**src/rtl/unified_mem_arbiter_if.sv**
```systemverilog
`default_nettype none
// ============================================================================
// Module   : unified_mem_arbiter_if
// Brief    : Bundles the fetch, data and memory-side signals of the
//            unified memory arbiter. The arbiter connects to the slave modport.
//            The requesters and the memory model connect to the master modport.
// Revision : 1.0 - initial release
// ============================================================================
interface unified_mem_arbiter_if #(
    parameter int ADDR_W = 32,
    parameter int DATA_W = 32
) ();
    // fetch port
    logic              if_req;
    logic [ADDR_W-1:0] if_addr;
    logic              if_ack;
    logic [DATA_W-1:0] if_rdata;

    // data (load/store) port
    logic              d_read;
    logic              d_write;
    logic [ADDR_W-1:0] d_addr;
    logic [DATA_W-1:0] d_wdata;
    logic              d_ack;
    logic [DATA_W-1:0] d_rdata;

    // pipeline hazard lines
    logic              stall_if;
    logic              stall_mem;

    // single-port memory side
    logic              mem_en;
    logic              mem_we;
    logic [ADDR_W-1:0] mem_addr;
    logic [DATA_W-1:0] mem_wdata;
    logic [DATA_W-1:0] mem_rdata;

    modport slave (
        input  if_req, if_addr, d_read, d_write, d_addr, d_wdata, mem_rdata,
        output if_ack, if_rdata, d_ack, d_rdata, stall_if, stall_mem,
               mem_en, mem_we, mem_addr, mem_wdata
    );

    modport master (
        output if_req, if_addr, d_read, d_write, d_addr, d_wdata, mem_rdata,
        input  if_ack, if_rdata, d_ack, d_rdata, stall_if, stall_mem,
               mem_en, mem_we, mem_addr, mem_wdata
    );
endinterface
`default_nettype wire

```
**src/rtl/unified_mem_arbiter.sv**
```systemverilog
`default_nettype none
// ============================================================================
// Module   : unified_mem_arbiter
// Brief    : Shares one single-port unified memory between the IF and MEM
//            stages with a fixed-latency access FSM.
//            Optional build macro: ARB_ROUND_ROBIN_EN selects alternating
//            grants instead of fixed data priority.
// Revision : 1.0 - initial release
// ============================================================================
module unified_mem_arbiter #(
    parameter int ADDR_W      = 32,
    parameter int DATA_W      = 32,
    parameter int MEM_LATENCY = 1
) (
    input wire clk,
    input wire reset,
    unified_mem_arbiter_if.slave bus
);

    localparam int c_CNT_W = $clog2(MEM_LATENCY + 1);
    localparam logic [c_CNT_W-1:0] c_CNT_LOAD = c_CNT_W'(MEM_LATENCY);
    localparam logic [c_CNT_W-1:0] c_CNT_ONE  = c_CNT_W'(1);

    typedef enum logic [1:0] {
        S_IDLE   = 2'd0,
        S_BUSY_I = 2'd1,
        S_BUSY_D = 2'd2,
        S_DONE   = 2'd3
    } state_t;

    state_t              r_state;
    state_t              w_state_nxt;
    logic [c_CNT_W-1:0]  r_cnt;
    logic [c_CNT_W-1:0]  w_cnt_nxt;
    logic                r_is_store;
    logic                w_is_store_nxt;
    logic                r_mem_en;
    logic                w_mem_en_nxt;
    logic                r_mem_we;
    logic                w_mem_we_nxt;
    logic [ADDR_W-1:0]   r_mem_addr;
    logic [ADDR_W-1:0]   w_mem_addr_nxt;
    logic [DATA_W-1:0]   r_mem_wdata;
    logic [DATA_W-1:0]   w_mem_wdata_nxt;
    logic                r_if_ack;
    logic                w_if_ack_nxt;
    logic                r_d_ack;
    logic                w_d_ack_nxt;
    logic [DATA_W-1:0]   r_if_rdata;
    logic [DATA_W-1:0]   w_if_rdata_nxt;
    logic [DATA_W-1:0]   r_d_rdata;
    logic [DATA_W-1:0]   w_d_rdata_nxt;

    logic                w_d_pend;
    logic                w_grant_d;
    logic                w_grant_i;

    assign w_d_pend = bus.d_read | bus.d_write;

`ifdef ARB_ROUND_ROBIN_EN
    // 0: data was granted last, 1: fetch was granted last
    logic r_last_grant;

    assign w_grant_d = w_d_pend & (~bus.if_req | r_last_grant);

    always_ff @(posedge clk or posedge reset) begin
        if (reset) begin
            r_last_grant <= 1'b0;
        end else if (r_state == S_IDLE && (w_grant_d || w_grant_i)) begin
            r_last_grant <= w_grant_i;
        end
    end
`else
    assign w_grant_d = w_d_pend;
`endif

    assign w_grant_i = bus.if_req & ~w_grant_d;

    always_ff @(posedge clk or posedge reset) begin
        if (reset) begin
            r_state     <= S_IDLE;
            r_cnt       <= '0;
            r_is_store  <= 1'b0;
            r_mem_en    <= 1'b0;
            r_mem_we    <= 1'b0;
            r_mem_addr  <= '0;
            r_mem_wdata <= '0;
            r_if_ack    <= 1'b0;
            r_d_ack     <= 1'b0;
            r_if_rdata  <= '0;
            r_d_rdata   <= '0;
        end else begin
            r_state     <= w_state_nxt;
            r_cnt       <= w_cnt_nxt;
            r_is_store  <= w_is_store_nxt;
            r_mem_en    <= w_mem_en_nxt;
            r_mem_we    <= w_mem_we_nxt;
            r_mem_addr  <= w_mem_addr_nxt;
            r_mem_wdata <= w_mem_wdata_nxt;
            r_if_ack    <= w_if_ack_nxt;
            r_d_ack     <= w_d_ack_nxt;
            r_if_rdata  <= w_if_rdata_nxt;
            r_d_rdata   <= w_d_rdata_nxt;
        end
    end

    always_comb begin
        w_state_nxt     = r_state;
        w_cnt_nxt       = r_cnt;
        w_is_store_nxt  = r_is_store;
        w_mem_en_nxt    = 1'b0;
        w_mem_we_nxt    = 1'b0;
        w_mem_addr_nxt  = r_mem_addr;
        w_mem_wdata_nxt = r_mem_wdata;
        w_if_ack_nxt    = 1'b0;
        w_d_ack_nxt     = 1'b0;
        w_if_rdata_nxt  = r_if_rdata;
        w_d_rdata_nxt   = r_d_rdata;

        case (r_state)
            S_IDLE: begin
                if (w_grant_d) begin
                    // a simultaneous read+write is issued as a store
                    w_state_nxt     = S_BUSY_D;
                    w_cnt_nxt       = c_CNT_LOAD;
                    w_is_store_nxt  = bus.d_write;
                    w_mem_en_nxt    = 1'b1;
                    w_mem_we_nxt    = bus.d_write;
                    w_mem_addr_nxt  = bus.d_addr;
                    w_mem_wdata_nxt = bus.d_wdata;
                end else if (w_grant_i) begin
                    w_state_nxt     = S_BUSY_I;
                    w_cnt_nxt       = c_CNT_LOAD;
                    w_is_store_nxt  = 1'b0;
                    w_mem_en_nxt    = 1'b1;
                    w_mem_addr_nxt  = bus.if_addr;
                end
            end
            S_BUSY_I: begin
                w_cnt_nxt = r_cnt - c_CNT_ONE;
                if (r_cnt == c_CNT_ONE) begin
                    w_if_rdata_nxt = bus.mem_rdata;
                    w_if_ack_nxt   = 1'b1;
                    w_state_nxt    = S_DONE;
                end
            end
            S_BUSY_D: begin
                w_cnt_nxt = r_cnt - c_CNT_ONE;
                if (r_cnt == c_CNT_ONE) begin
                    if (!r_is_store) begin
                        w_d_rdata_nxt = bus.mem_rdata;
                    end
                    w_d_ack_nxt = 1'b1;
                    w_state_nxt = S_DONE;
                end
            end
            S_DONE: begin
                // requester still holds its request during the ack cycle
                w_state_nxt = S_IDLE;
            end
            default: begin
                w_state_nxt = S_IDLE;
            end
        endcase
    end

    assign bus.mem_en    = r_mem_en;
    assign bus.mem_we    = r_mem_we;
    assign bus.mem_addr  = r_mem_addr;
    assign bus.mem_wdata = r_mem_wdata;
    assign bus.if_ack    = r_if_ack;
    assign bus.d_ack     = r_d_ack;
    assign bus.if_rdata  = r_if_rdata;
    assign bus.d_rdata   = r_d_rdata;

    assign bus.stall_if  = bus.if_req & ~r_if_ack;
    assign bus.stall_mem = w_d_pend & ~r_d_ack;

endmodule
`default_nettype wire
```
**src/flat_wrapper.sv**
```systemverilog
// flat-port wrapper written by rule: the top's interface ports become plain ports
module unified_mem_arbiter_flat 
#(
    parameter int ADDR_W      = 32,
    parameter int DATA_W      = 32,
    parameter int MEM_LATENCY = 1
)
  (clk, reset, bus_if_req, bus_if_addr, bus_d_read, bus_d_write, bus_d_addr, bus_d_wdata, bus_mem_rdata, bus_if_ack, bus_if_rdata, bus_d_ack, bus_d_rdata, bus_stall_if, bus_stall_mem, bus_mem_en, bus_mem_we, bus_mem_addr, bus_mem_wdata);
  unified_mem_arbiter_if #(.ADDR_W(ADDR_W), .DATA_W(DATA_W)) bus_i ();
  input wire clk;
  input wire reset;
  input wire logic [$bits(bus_i.if_req)-1:0] bus_if_req;
  input wire logic [$bits(bus_i.if_addr)-1:0] bus_if_addr;
  input wire logic [$bits(bus_i.d_read)-1:0] bus_d_read;
  input wire logic [$bits(bus_i.d_write)-1:0] bus_d_write;
  input wire logic [$bits(bus_i.d_addr)-1:0] bus_d_addr;
  input wire logic [$bits(bus_i.d_wdata)-1:0] bus_d_wdata;
  input wire logic [$bits(bus_i.mem_rdata)-1:0] bus_mem_rdata;
  output wire logic [$bits(bus_i.if_ack)-1:0] bus_if_ack;
  output wire logic [$bits(bus_i.if_rdata)-1:0] bus_if_rdata;
  output wire logic [$bits(bus_i.d_ack)-1:0] bus_d_ack;
  output wire logic [$bits(bus_i.d_rdata)-1:0] bus_d_rdata;
  output wire logic [$bits(bus_i.stall_if)-1:0] bus_stall_if;
  output wire logic [$bits(bus_i.stall_mem)-1:0] bus_stall_mem;
  output wire logic [$bits(bus_i.mem_en)-1:0] bus_mem_en;
  output wire logic [$bits(bus_i.mem_we)-1:0] bus_mem_we;
  output wire logic [$bits(bus_i.mem_addr)-1:0] bus_mem_addr;
  output wire logic [$bits(bus_i.mem_wdata)-1:0] bus_mem_wdata;
  assign bus_i.if_req = bus_if_req;
  assign bus_i.if_addr = bus_if_addr;
  assign bus_i.d_read = bus_d_read;
  assign bus_i.d_write = bus_d_write;
  assign bus_i.d_addr = bus_d_addr;
  assign bus_i.d_wdata = bus_d_wdata;
  assign bus_i.mem_rdata = bus_mem_rdata;
  assign bus_if_ack = bus_i.if_ack;
  assign bus_if_rdata = bus_i.if_rdata;
  assign bus_d_ack = bus_i.d_ack;
  assign bus_d_rdata = bus_i.d_rdata;
  assign bus_stall_if = bus_i.stall_if;
  assign bus_stall_mem = bus_i.stall_mem;
  assign bus_mem_en = bus_i.mem_en;
  assign bus_mem_we = bus_i.mem_we;
  assign bus_mem_addr = bus_i.mem_addr;
  assign bus_mem_wdata = bus_i.mem_wdata;
  unified_mem_arbiter #(.ADDR_W(ADDR_W), .DATA_W(DATA_W), .MEM_LATENCY(MEM_LATENCY)) u_core (.clk(clk), .reset(reset), .bus(bus_i));
endmodule
```
**config.mk**
```make
export PLATFORM = sky130hd
export DESIGN_NAME = unified_mem_arbiter_flat
export DESIGN_NICKNAME = d
export VERILOG_FILES = /design/src/rtl/unified_mem_arbiter_if.sv /design/src/rtl/unified_mem_arbiter.sv /design/src/flat_wrapper.sv
export SDC_FILE = /design/constraint.sdc
export NUM_CORES = 1
export LEC_CHECK = 0
export BUFFER_PORTS_ARGS = -buffer_cell sky130_fd_sc_hd__buf_2
export CAP_MARGIN = 20
export CELL_PAD_IN_SITES_DETAIL_PLACEMENT = 1
export CELL_PAD_IN_SITES_GLOBAL_PLACEMENT = 1
export CORE_MARGIN = 2
export CORE_UTILIZATION = 38
export DETAILED_ROUTE_END_ITERATION = 8
export PLACE_DENSITY = 0.85
export SLEW_MARGIN = 0
export SYNTH_ARGS = -nofsm -noshare
export SYNTH_HDL_FRONTEND = slang
export SYNTH_SLANG_ARGS = --single-unit
```
**constraint.sdc**
```tcl
create_clock -name clk -period 10.6 [get_ports clk]
set_input_delay 0.53 -clock clk [delete_from_list [all_inputs] [get_ports clk]]
set_output_delay 0.53 -clock clk [all_outputs]
set_load 0.01 [all_outputs]
```
==> results of run 1 <==
-- layout make-up --
cell class	count	area (sq um)	share of cell area (%)
repair buffers	273	1400	18.6
clock buffers	21	460	6.09
well taps	180	225	2.98
multi-input cells	217	1890	25.0
flip-flops and latches	136	3400	45.0
inverters	6	27.5	0.364
clock inverters	11	146	1.94
-- metrics by stage --
step | utilization [%] | setup slack (ns)
global route | 54.0 | 8.41
finish | 54.0 | 8.50
CTS | 53.8 | 8.50
detailed placement | 49.5 | 8.47
floorplan | - | 6.43
global placement | 49.5 | 8.54
-- layer usage --
metal	vias to the layer above	wire length, um	track usage (%)
met5	-	0	0
met4	0	409	8.71
met3	29	1080	5.63
met2	165	8900	38.3
met1	1976	5230	19.1
li1	1859	-	-
-- flip-flops by register name, summed over array words and instances (netlist names) --
signal / cells
u_core.r_cnt: 1
u_core.bus.d_rdata: 32
u_core.bus.mem_addr: 32
u_core.bus.mem_wdata: 32
u_core.bus.mem_en: 1
u_core.bus.mem_we: 1
u_core.bus.if_rdata: 32
u_core.bus.if_ack: 1
u_core.bus.d_ack: 1
u_core.r_state: 2
u_core.r_is_store: 1
-- worst max-delay path, cell delays in order --
cell and delay (ns):
buf_2 0.16, nor2_4 0.10, buf_4 0.47, nor2_1 0.10, buf_2 0.17
-- cells by family (layout without fill, tap and decap cells) --
family	after synthesis	after routing	synth area share (%)
AO/OA/AOI/OAI	42	42	4.39
flip-flops	136	136	62.2
AND/OR/NAND/NOR	43	43	3.52
multiplexers	128	128	25.6
buffers and inverters	26	311	3.30
adder cells (fa/ha/maj)	4	4	0.915
-- cell usage after synthesis --
cell type,count,area share (%)
a21o_1,1,0.14
inv_1,6,0.41
nor2_4,1,0.21
nor4b_2,1,0.27
o31ai_2,1,0.23
dfrtp_1,136,62
nor2_1,2,0.14
a21oi_1,2,0.18
ha_1,4,0.92
buf_6,8,1.6
o32a_1,1,0.18
o21ai_2,1,0.16
mux2_2,93,19
o21bai_1,1,0.14
mux2i_1,32,5.9
o21a_1,1,0.14
buf_2,6,0.55
o21ai_0,3,0.27
a21boi_0,1,0.14
nand2_1,34,2.3
nand2b_1,1,0.11
o21ai_1,29,2.7
nor2b_1,2,0.23
clkbuf_1,2,0.14
a211o_1,1,0.16
mux2_1,3,0.62
buf_4,4,0.55
and2_1,2,0.23
-- worst max path at each step --
stage	from	slack (ns)	cells past startpoint	to
6_report	bus_d_write	8.50	5	bus_stall_mem
5_1_grt	bus_d_write	8.41	5	bus_stall_mem
4_1_cts	bus_d_write	8.50	5	bus_stall_mem
3_5_place_dp	reset	8.47	3	u_core.bus.if_rdata[9]$_DFFE_PP0P_
3_3_place_gp	reset	8.54	3	u_core.bus.d_rdata[5]$_DFFE_PP0P_
2_1_floorplan	reset	6.43	1	u_core.bus.d_ack$_DFF_PP0_
-- power by group through the flow --
stage | Sequential [mW] | Combinational (mW) | Clock (mW)
2_1_floorplan | 1.04 | 0.468 | 0
3_3_place_gp | 0.910 | 0.934 | 0
3_5_place_dp | 0.933 | 0.985 | 0
4_1_cts | 0.933 | 0.999 | 0.610
5_1_grt | 0.962 | 1.07 | 0.637
6_report | 0.931 | 0.981 | 0.598
==> impl_metrics.json, run 1 <==
{
  "dp.cells": 811,
  "cellInternalPower_mw": 1.64,
  "cts-root-buf": "clkbuf_16",
  "grt_overflow": 0,
  "synth_seq_cells": 136,
  "cts_buffers": 17,
  "clkPwrFrac_pct": 23.8,
  "die-area_sq_mm": 0.0154,
  "rsz0062_at_grt": "no",
  "yosysSeqAreaShare_pct": 62.2,
  "tightest_slew_ns": 0.585,
  "fin_setup_tns_ns": 0,
  "syn_to_final_growth_pct": 38.3,
  "drtPass1Iterations": 4,
  "via_per_inst": 4.77,
  "yosys_warnings": 0,
  "avgRoutedWirePerCell_um": 18.5,
  "final_common_cell": "buf_2",
  "start_util_pct": 39.1,
  "gr-usage-all-layers_pct": 19.7,
  "power_mw": 2.51,
  "clock_latency_ns": 0.41,
  "antenna_cells": 0,
  "drv_slew": 0,
  "grt_pass1_vias": 4472,
  "layout.cells.non_filler": 844,
  "postCtsSetupRepairBufs": 0,
  "p_leak_nw": 3.78,
  "clock-sinks": 136,
  "cp-start-kind": "primary input",
  "route.detailed.drc": 0,
  "irDropWorstVdd_v": 0.000176,
  "wl_um": 15600,
  "rr_worst_depth": 6,
  "finalNetCount": 788,
  "port_buffers": 266,
  "synth.cell_area_sq_mm": 0.00547,
  "reg2reg_to": "u_core.bus.d_rdata[11]$_DFFE_PP0P_",
  "endpoint_kind": "output port",
  "finalHoldViolCount": 0,
  "fmax_mhz": 476,
  "vias": 4029,
  "synth_area_per_cell_sq_um": 14.4,
  "cts.repair.resized": 0,
  "ys_types": 28,
  "final_area_sq_mm": 0.00756,
  "whs_ns": 0.143,
  "netSwitchingPower_uw": 867,
  "rrSetupSlack_ns": 8.80,
  "power_frac_seq_pct": 37.1,
  "clkTransAtPathRegs_ns": 0.06,
  "cap_violations": 0,
  "max_slew_margin_pct": 61.0,
  "power_density_mw_per_mm2": 332,
  "cts_tree": "done",
  "h-tree-depth": 4,
  "first_iter_violations": 102,
  "fp.dieW_um": 124,
  "syn-instance-count": 379,
  "dpl_cell_area_sq_mm": 0.00693,
  "final.setup_skew_ns": 0.0104,
  "final_cell_mix": "buf_2 (266), dfrtp_1 (136), mux2_2 (93)",
  "final.min_clock_period_ns": 2.10,
  "gp_congestion": 0.720,
  "status": "complete, no violations",
  "cp.arrival_ns": 1.57,
  "worstPathRequired_ns": 10.07,
  "hp-class": "in2async",
  "p_comb_share_pct": 39.1,
  "grt_pass1_wl_um": 22700,
  "finalCritPeriodShare_pct": 19.8,
  "ctsHoldBuffers": 0,
  "cts_buffer_depth": 2,
  "drive_gt1_share_pct": 60.4,
  "setup_violations": 0,
  "nFillCells": 1537,
  "rows": 43,
  "core-area_sq_mm": 0.0140,
  "io_pins": 267,
  "ant_nets": 0,
  "antenna_found_initial": 0,
  "mappedNetlistNets": 516,
  "cp_max_fo": 35,
  "timing.rr.start": "u_core.r_state[0]$_DFFE_PP0P_",
  "p_sw_share_pct": 34.5,
  "dp_hpwl_um": 11200,
  "grt_max_degree": 87,
  "die_h_um": 124,
  "path_class": "in2out"
}
(Power assumes the default switching activity.)
==> run 2: changes to the inputs <==
Settings changed: ABC_AREA from default to 1, CORE_UTILIZATION 38 to 33, PLACE_DENSITY 0.85 to 0.8.
Clock period 10.6 ns to 2 ns, I/O delays scaled along.
==> run 2 against run 1 <==
Worst setup slack worse by 8.4 ns. Register-to-register slack worse by 8.4 ns. Clock skew is 0.0017 ns lower. Worst hold slack worse by 0.14 ns. Global-route usage is 4.2 points higher. Utilization is 0.065 points lower. Synthesized area is 3.7% higher. Combinational power grew to 5.5 times the previous value. Critical path depth is 5 higher. Largest power group unchanged. Highest routed layer unchanged.
==> impl_metrics.json, run 2 <==
{
  "status": "complete, no violations",
  "finalNetCount": 1183,
  "cap_violations": 0,
  "dp.cells": 1131,
  "yosys.area.top_type": "dfrtp_1",
  "ctsHoldBuffers": 116,
  "hp-class": "in2reg",
  "clock_latency_ns": 0.43,
  "drv_slew": 0,
  "drtPass1Iterations": 4,
  "multi_input_area_sq_mm": 0.00189,
  "irDropWorstVdd_v": 0.000718,
  "port_buffers": 266,
  "avgRoutedWirePerCell_um": 16.9,
  "synth_most_common_cell": "nand2_1",
  "power_density_mw_per_mm2": 1510,
  "grt_pass1_vias": 6600,
  "cts.repair.resized": 0,
  "syn_to_final_growth_pct": 59.1,
  "route.detailed.drc": 0,
  "power_mw": 13.6,
  "fp.dieW_um": 135,
  "p_leak_nw": 5.11,
  "endpoint_kind": "flop",
  "cellInternalPower_mw": 8.21,
  "cp_max_fo": 30,
  "finalCritPeriodShare_pct": 94.0,
  "rsz0062_at_grt": "no",
  "fmax_mhz": 532,
  "ant_nets": 0,
  "synth_seq_cells": 136,
  "final.min_clock_period_ns": 1.88,
  "via_per_inst": 4.65,
  "start_util_pct": 33.9,
  "ys_types": 14,
  "regArea_sq_mm": 0.00340,
  "setup_violations": 0,
  "p_comb_share_pct": 39.6,
  "power_frac_seq_pct": 35.9,
  "finalHoldViolCount": 0,
  "path_class": "in2reg",
  "gp_congestion": 0.765,
  "tightest_slew_ns": 0.443,
  "synth_area_per_cell_sq_um": 8.48,
  "wl_um": 21600,
  "drive_gt1_share_pct": 30.1,
  "dp_hpwl_um": 12600,
  "grt_overflow": 0,
  "cp-start-kind": "primary input",
  "die_h_um": 135,
  "yosysSeqAreaShare_pct": 60.0,
  "cp.arrival_ns": 2.24,
  "grt_pass1_wl_um": 33900,
  "postCtsSetupRepairBufs": 0,
  "netSwitchingPower_mw": 5.43,
  "antenna_found_initial": 1,
  "grt_max_degree": 80,
  "core-area_sq_mm": 0.0167,
  "first_iter_violations": 181,
  "nFillCells": 2033,
  "gr-usage-all-layers_pct": 23.9,
  "rows": 47,
  "synth_enable_flop_cells": 0,
  "io_pins": 267,
  "die-area_sq_mm": 0.0182,
  "worstPathRequired_ns": 2.36,
  "final.setup_skew_ns": 0.00864,
  "vias": 5947,
  "cts_buffer_depth": 2,
  "async_flop_share_pct": 100,
  "h-tree-depth": 4,
  "cts_buffers": 17,
  "clkPwrFrac_pct": 24.5,
  "final_common_cell": "nand2_1",
  "max_slew_margin_pct": 70.5,
  "yosys_warnings": 0,
  "synth.cell_area_sq_mm": 0.00567,
  "yosys-top-cells-count": "nand2_1 (340), dfrtp_1 (136), o21ai_0 (65)",
  "yosys-top-cells-area": "dfrtp_1 (60%), nand2_1 (23%), o21ai_0 (5.7%)",
  "final_cell_mix": "nand2_1 (338), buf_2 (266), dfrtp_1 (136)",
  "cts-root-buf": "clkbuf_16",
  "clkTransAtPathRegs_ns": 0.06,
  "p_sw_share_pct": 39.8,
  "cts_tree": "done",
  "clock-sinks": 136,
  "fin_setup_tns_ns": 0,
  "syn-instance-count": 668,
  "synth_ff_type": "dfrtp_1",
  "synth_top_area_share_pct": 60.0,
  "layout.cells.non_filler": 1280,
  "mappedNetlistNets": 805
}
## run 2: cell types whose count changed after synthesis, sizes merged, moves of 32 or more
cell / change
inv: +38
mux2i: -32
nand3: +36
mux2: -96
nand2: +309
o21ai: +32
## run 2: per-layer routing
metal  GRT usage (%)  up-vias  part of all wire (%)
met3            6.49       42                   6.8
li1                -     2815                     -
met5               0        -                     0
met1            26.5     2879                    39
met4            10.0        0                   2.7
met2            43.3      211                    51
## run 2: area by class of cell
| cell class | count | share of cell area [%] |
|---|---|---|
| Clock inverter | 15 | 2.15 |
| Clock buffer | 17 | 4.72 |
| Inverter | 44 | 1.87 |
| Tap cell | 220 | 3.05 |
| Sequential cell | 136 | 37.8 |
| Timing Repair Buffer | 395 | 29.4 |
| Multi-Input combinational cell | 452 | 21.0 |
| Antenna cell | 1 | 0.0278 |
## run 2: logic make-up (layout without fill, tap and decap cells)
logic type | after synthesis | in the layout | share of synthesized area (%)
AND/OR/NAND/NOR | 382 | 382 | 26.4
other | 0 | 1 | 0
AO/OA/AOI/OAI | 66 | 66 | 6.07
buffers and inverters | 80 | 471 | 6.64
adder cells (fa/ha/maj) | 4 | 4 | 0.883
flip-flops | 136 | 136 | 60.0
## run 2: final timing paths
kind | to | startpoint | slack (ns) | cells after the start
setup / recovery | u_core.bus.mem_addr[22]$_DFFE_PP0P_ | bus_d_write | 0.12 | 10
hold / removal | u_core.bus.mem_addr[20]$_DFFE_PP0P_ | bus_if_addr[20] | 0.005 | 5
setup reg to reg | u_core.bus.mem_wdata[5]$_DFFE_PP0P_ | u_core.r_state[1]$_DFFE_PP0P_ | 0.40 | 6
hold reg to reg | u_core.bus.mem_wdata[25]$_DFFE_PP0P_ | u_core.bus.mem_wdata[25]$_DFFE_PP0P_ | 0.47 | 2
max in group asynchronous | u_core.bus.mem_wdata[15]$_DFFE_PP0P_ | reset | 1.27 | 4
min in group asynchronous | u_core.bus.mem_addr[25]$_DFFE_PP0P_ | reset | 0.34 | 4
## run 2: power groups by stage
stage | clock, mW | sequential (mW) | combinational [mW]
final | 3.34 | 4.90 | 5.40
after global routing | 3.52 | 5.05 | 6.06
after CTS | 3.38 | 4.83 | 5.33
after global placement | 0 | 4.80 | 4.93
after floorplan | 0 | 5.43 | 2.23
after detailed placement | 0 | 4.84 | 5.14
## run 2: worst max-delay path, stage by stage
cell           delay, ns
dlygate4sd3_1       0.57
buf_2               0.17
inv_1               0.06
nand2_2             0.07
buf_4               0.32
nand2_1             0.14
nand2_1             0.09
dlygate4sd3_1       0.57
nand2_1             0.07
nand2_1             0.07
## run 2: stage by stage
step                      instance area, sq um  util, %  hold slack (ns)  worst slack (ns)
after global routing                      9010     54.0           0.0265            0.0168
after CTS                                 9010     54.0         0.000386             0.214
final                                     9010     54.0          0.00464             0.120
after floorplan                           5670        -            0.213             0.207
after detailed placement                  7230     43.3            0.252             0.420
after global placement                    7230     43.3            0.243             0.504
==> run 3: changes to the inputs <==
Settings changed: ABC_AREA 1 to default, CORE_UTILIZATION 33 to 35, PLACE_DENSITY 0.8 to 0.79.
==> run 3 against run 2 <==
Cell area is 2.7% lower. Clock skew is 0.0023 ns lower. Register-to-register slack worse by 0.11 ns. Non-clock buffer count is 11 lower. Critical path depth is 5 lower. Sequential share of layout area is 1.0 points higher. Maximum frequency is 10% higher.
==> impl_metrics.json, run 3 (synthesis results as in run 1) <==
{
  "path_buf_inv": 2,
  "first_iter_violations": 116,
  "die-area_sq_mm": 0.0166,
  "hp-start": "bus_if_addr[9]",
  "hp-class": "in2reg",
  "cts_buffers": 17,
  "max_slew_margin_pct": 47.8,
  "ant_nets": 0,
  "fp.dieW_um": 129,
  "nFillCells": 1582,
  "path_class": "reg2reg",
  "status": "complete, no violations",
  "via_per_inst": 4.60,
  "finalNetCount": 899,
  "syn_to_final_growth_pct": 60.5,
  "setup_violations": 0,
  "rr_worst_depth": 5,
  "max_stage_delay_ns": 0.37,
  "rows": 45,
  "whs_ns": 0.00995,
  "h-tree-depth": 4,
  "final.min_clock_period_ns": 1.71,
  "crit_path_top_delay_cell": "dfrtp_1",
  "finalCritPeriodShare_pct": 85.4,
  "drtPass1Iterations": 4,
  "grt_pass1_wl_um": 27900,
  "fin_setup_tns_ns": 0,
  "whs_path_depth": 3,
  "cts_tree": "done",
  "cts_buffer_depth": 2,
  "timing.rr.start": "u_core.r_state[0]$_DFFE_PP0P_",
  "crit_cells": 5,
  "p_leak_nw": 4.27,
  "crit_chain": "inv_1, ha_1, o21ai_2, buf_12, mux2_2",
  "port_buffers": 266,
  "worstPathRequired_ns": 2.29,
  "vias": 4549,
  "tightest_slew_ns": 0.783,
  "irDropWorstVdd_v": 0.000728,
  "die_h_um": 129,
  "fmax_mhz": 586,
  "clock-sinks": 136,
  "grt_pass1_vias": 5232,
  "wl_um": 18200,
  "postCtsSetupRepairBufs": 0,
  "dp_hpwl_um": 11400,
  "cap_violations": 0,
  "gp_congestion": 0.716,
  "finalHoldViolCount": 0,
  "cp.arrival_ns": 2.00,
  "core-area_sq_mm": 0.0153,
  "final_cell_mix": "buf_2 (266), dfrtp_1 (136), dlygate4sd3_1 (110)",
  "endpoint_kind": "flop",
  "cts-root-buf": "clkbuf_16",
  "avgRoutedWirePerCell_um": 18.5,
  "drv_slew": 0,
  "route.detailed.drc": 0,
  "cp-start-kind": "flop",
  "antenna_found_initial": 2,
  "cp_max_fo": 25,
  "final_common_cell": "buf_2",
  "grt_max_degree": 70,
  "gr-usage-all-layers_pct": 22.2,
  "grt_overflow": 0,
  "io_pins": 267,
  "drive_gt1_share_pct": 52.0,
  "cp-startpoint": "u_core.r_state[0]$_DFFE_PP0P_",
  "clkTransAtPathRegs_ns": 0.06,
  "power_density_mw_per_mm2": 1570,
  "start_util_pct": 35.8,
  "crit_family": "flip-flops",
  "final.setup_skew_ns": 0.00631,
  "rsz0062_at_grt": "no",
  "clock_latency_ns": 0.41
}
-- run 3: changes by cell type in the layout (fill, tap and decap cells not counted), sizes merged, moves of 2 or more --
cell,change
and2,+2
nand2,-309
dlygate4sd3,-6
nand3,-36
clkbuf,+4
inv,-43
mux2,+96
o21ai,-32
a21oi,+2
buf,-5
nor2b,+2
mux2i,+32
-- run 3: layer usage --
metal / up-vias / routed length [um] / GRT usage (%)
met5: - / 13 / 0
met4: 2 / 590 / 9.53
met3: 46 / 966 / 6.24
met2: 185 / 10300 / 42.7
met1: 2233 / 6410 / 22.2
li1: 2083 / - / -
-- run 3: worst paths after layout --
path,endpoint,slack [ns]
max in group asynchronous,u_core.bus.mem_addr[8]$_DFFE_PP0P_,1.33
setup / recovery,u_core.bus.mem_wdata[15]$_DFFE_PP0P_,0.29
hold reg to reg,u_core.r_is_store$_DFFE_PP0P_,0.48
setup reg to reg,u_core.bus.mem_wdata[15]$_DFFE_PP0P_,0.29
hold / removal,u_core.bus.mem_addr[9]$_DFFE_PP0P_,0.01
min in group asynchronous,u_core.bus.mem_wdata[4]$_DFFE_PP0P_,0.37
-- run 3: layout make-up --
type	instances	area, sq um	share of cell area (%)
Timing Repair Buffer	384	2570	29.3
Sequential cell	136	3400	38.8
Tap cell	211	264	3.01
Antenna cell	2	5.00	0.0570
Inverter	6	26.3	0.299
Multi-Input combinational cell	217	1890	21.6
Clock inverter	11	146	1.67
Clock buffer	21	470	5.36
-- run 3: report_power, final --
group / internal (mW) / switching, mW / leakage, nW
Combinational: 2.73 / 2.82 / 2.36
Clock: 2.06 / 1.17 / 0.299
Sequential: 4.18 / 0.797 / 1.61
Total: 8.97 / 4.79 / 4.27
-- run 3: timing repair --
action	4_1_cts	5_1_grt
gates resized for setup	0	0
hold buffers	108	2
endpoints found under the hold margin	258	1
-- run 3: tightest hold or removal path, stage by stage --
cell and delay, ns:
buf_2 0.08, mux2i_1 0.07, o21ai_1 0.13
-- run 3: metrics by stage --
step / std cells / power, mW / worst slack, ns / cell area (sq um) / util [%]
after CTS: 984 / 13.7 / 0.280 / 8750 / 57.4
after global placement: 844 / 9.89 / 0.355 / 7050 / 46.2
after detailed placement: 844 / 10.3 / 0.289 / 7050 / 46.2
final: 988 / 13.8 / 0.292 / 8780 / 57.5
after global routing: 988 / 14.6 / 0.126 / 8780 / 57.5
after floorplan: 379 / 8.00 / 0.207 / 5470 / -
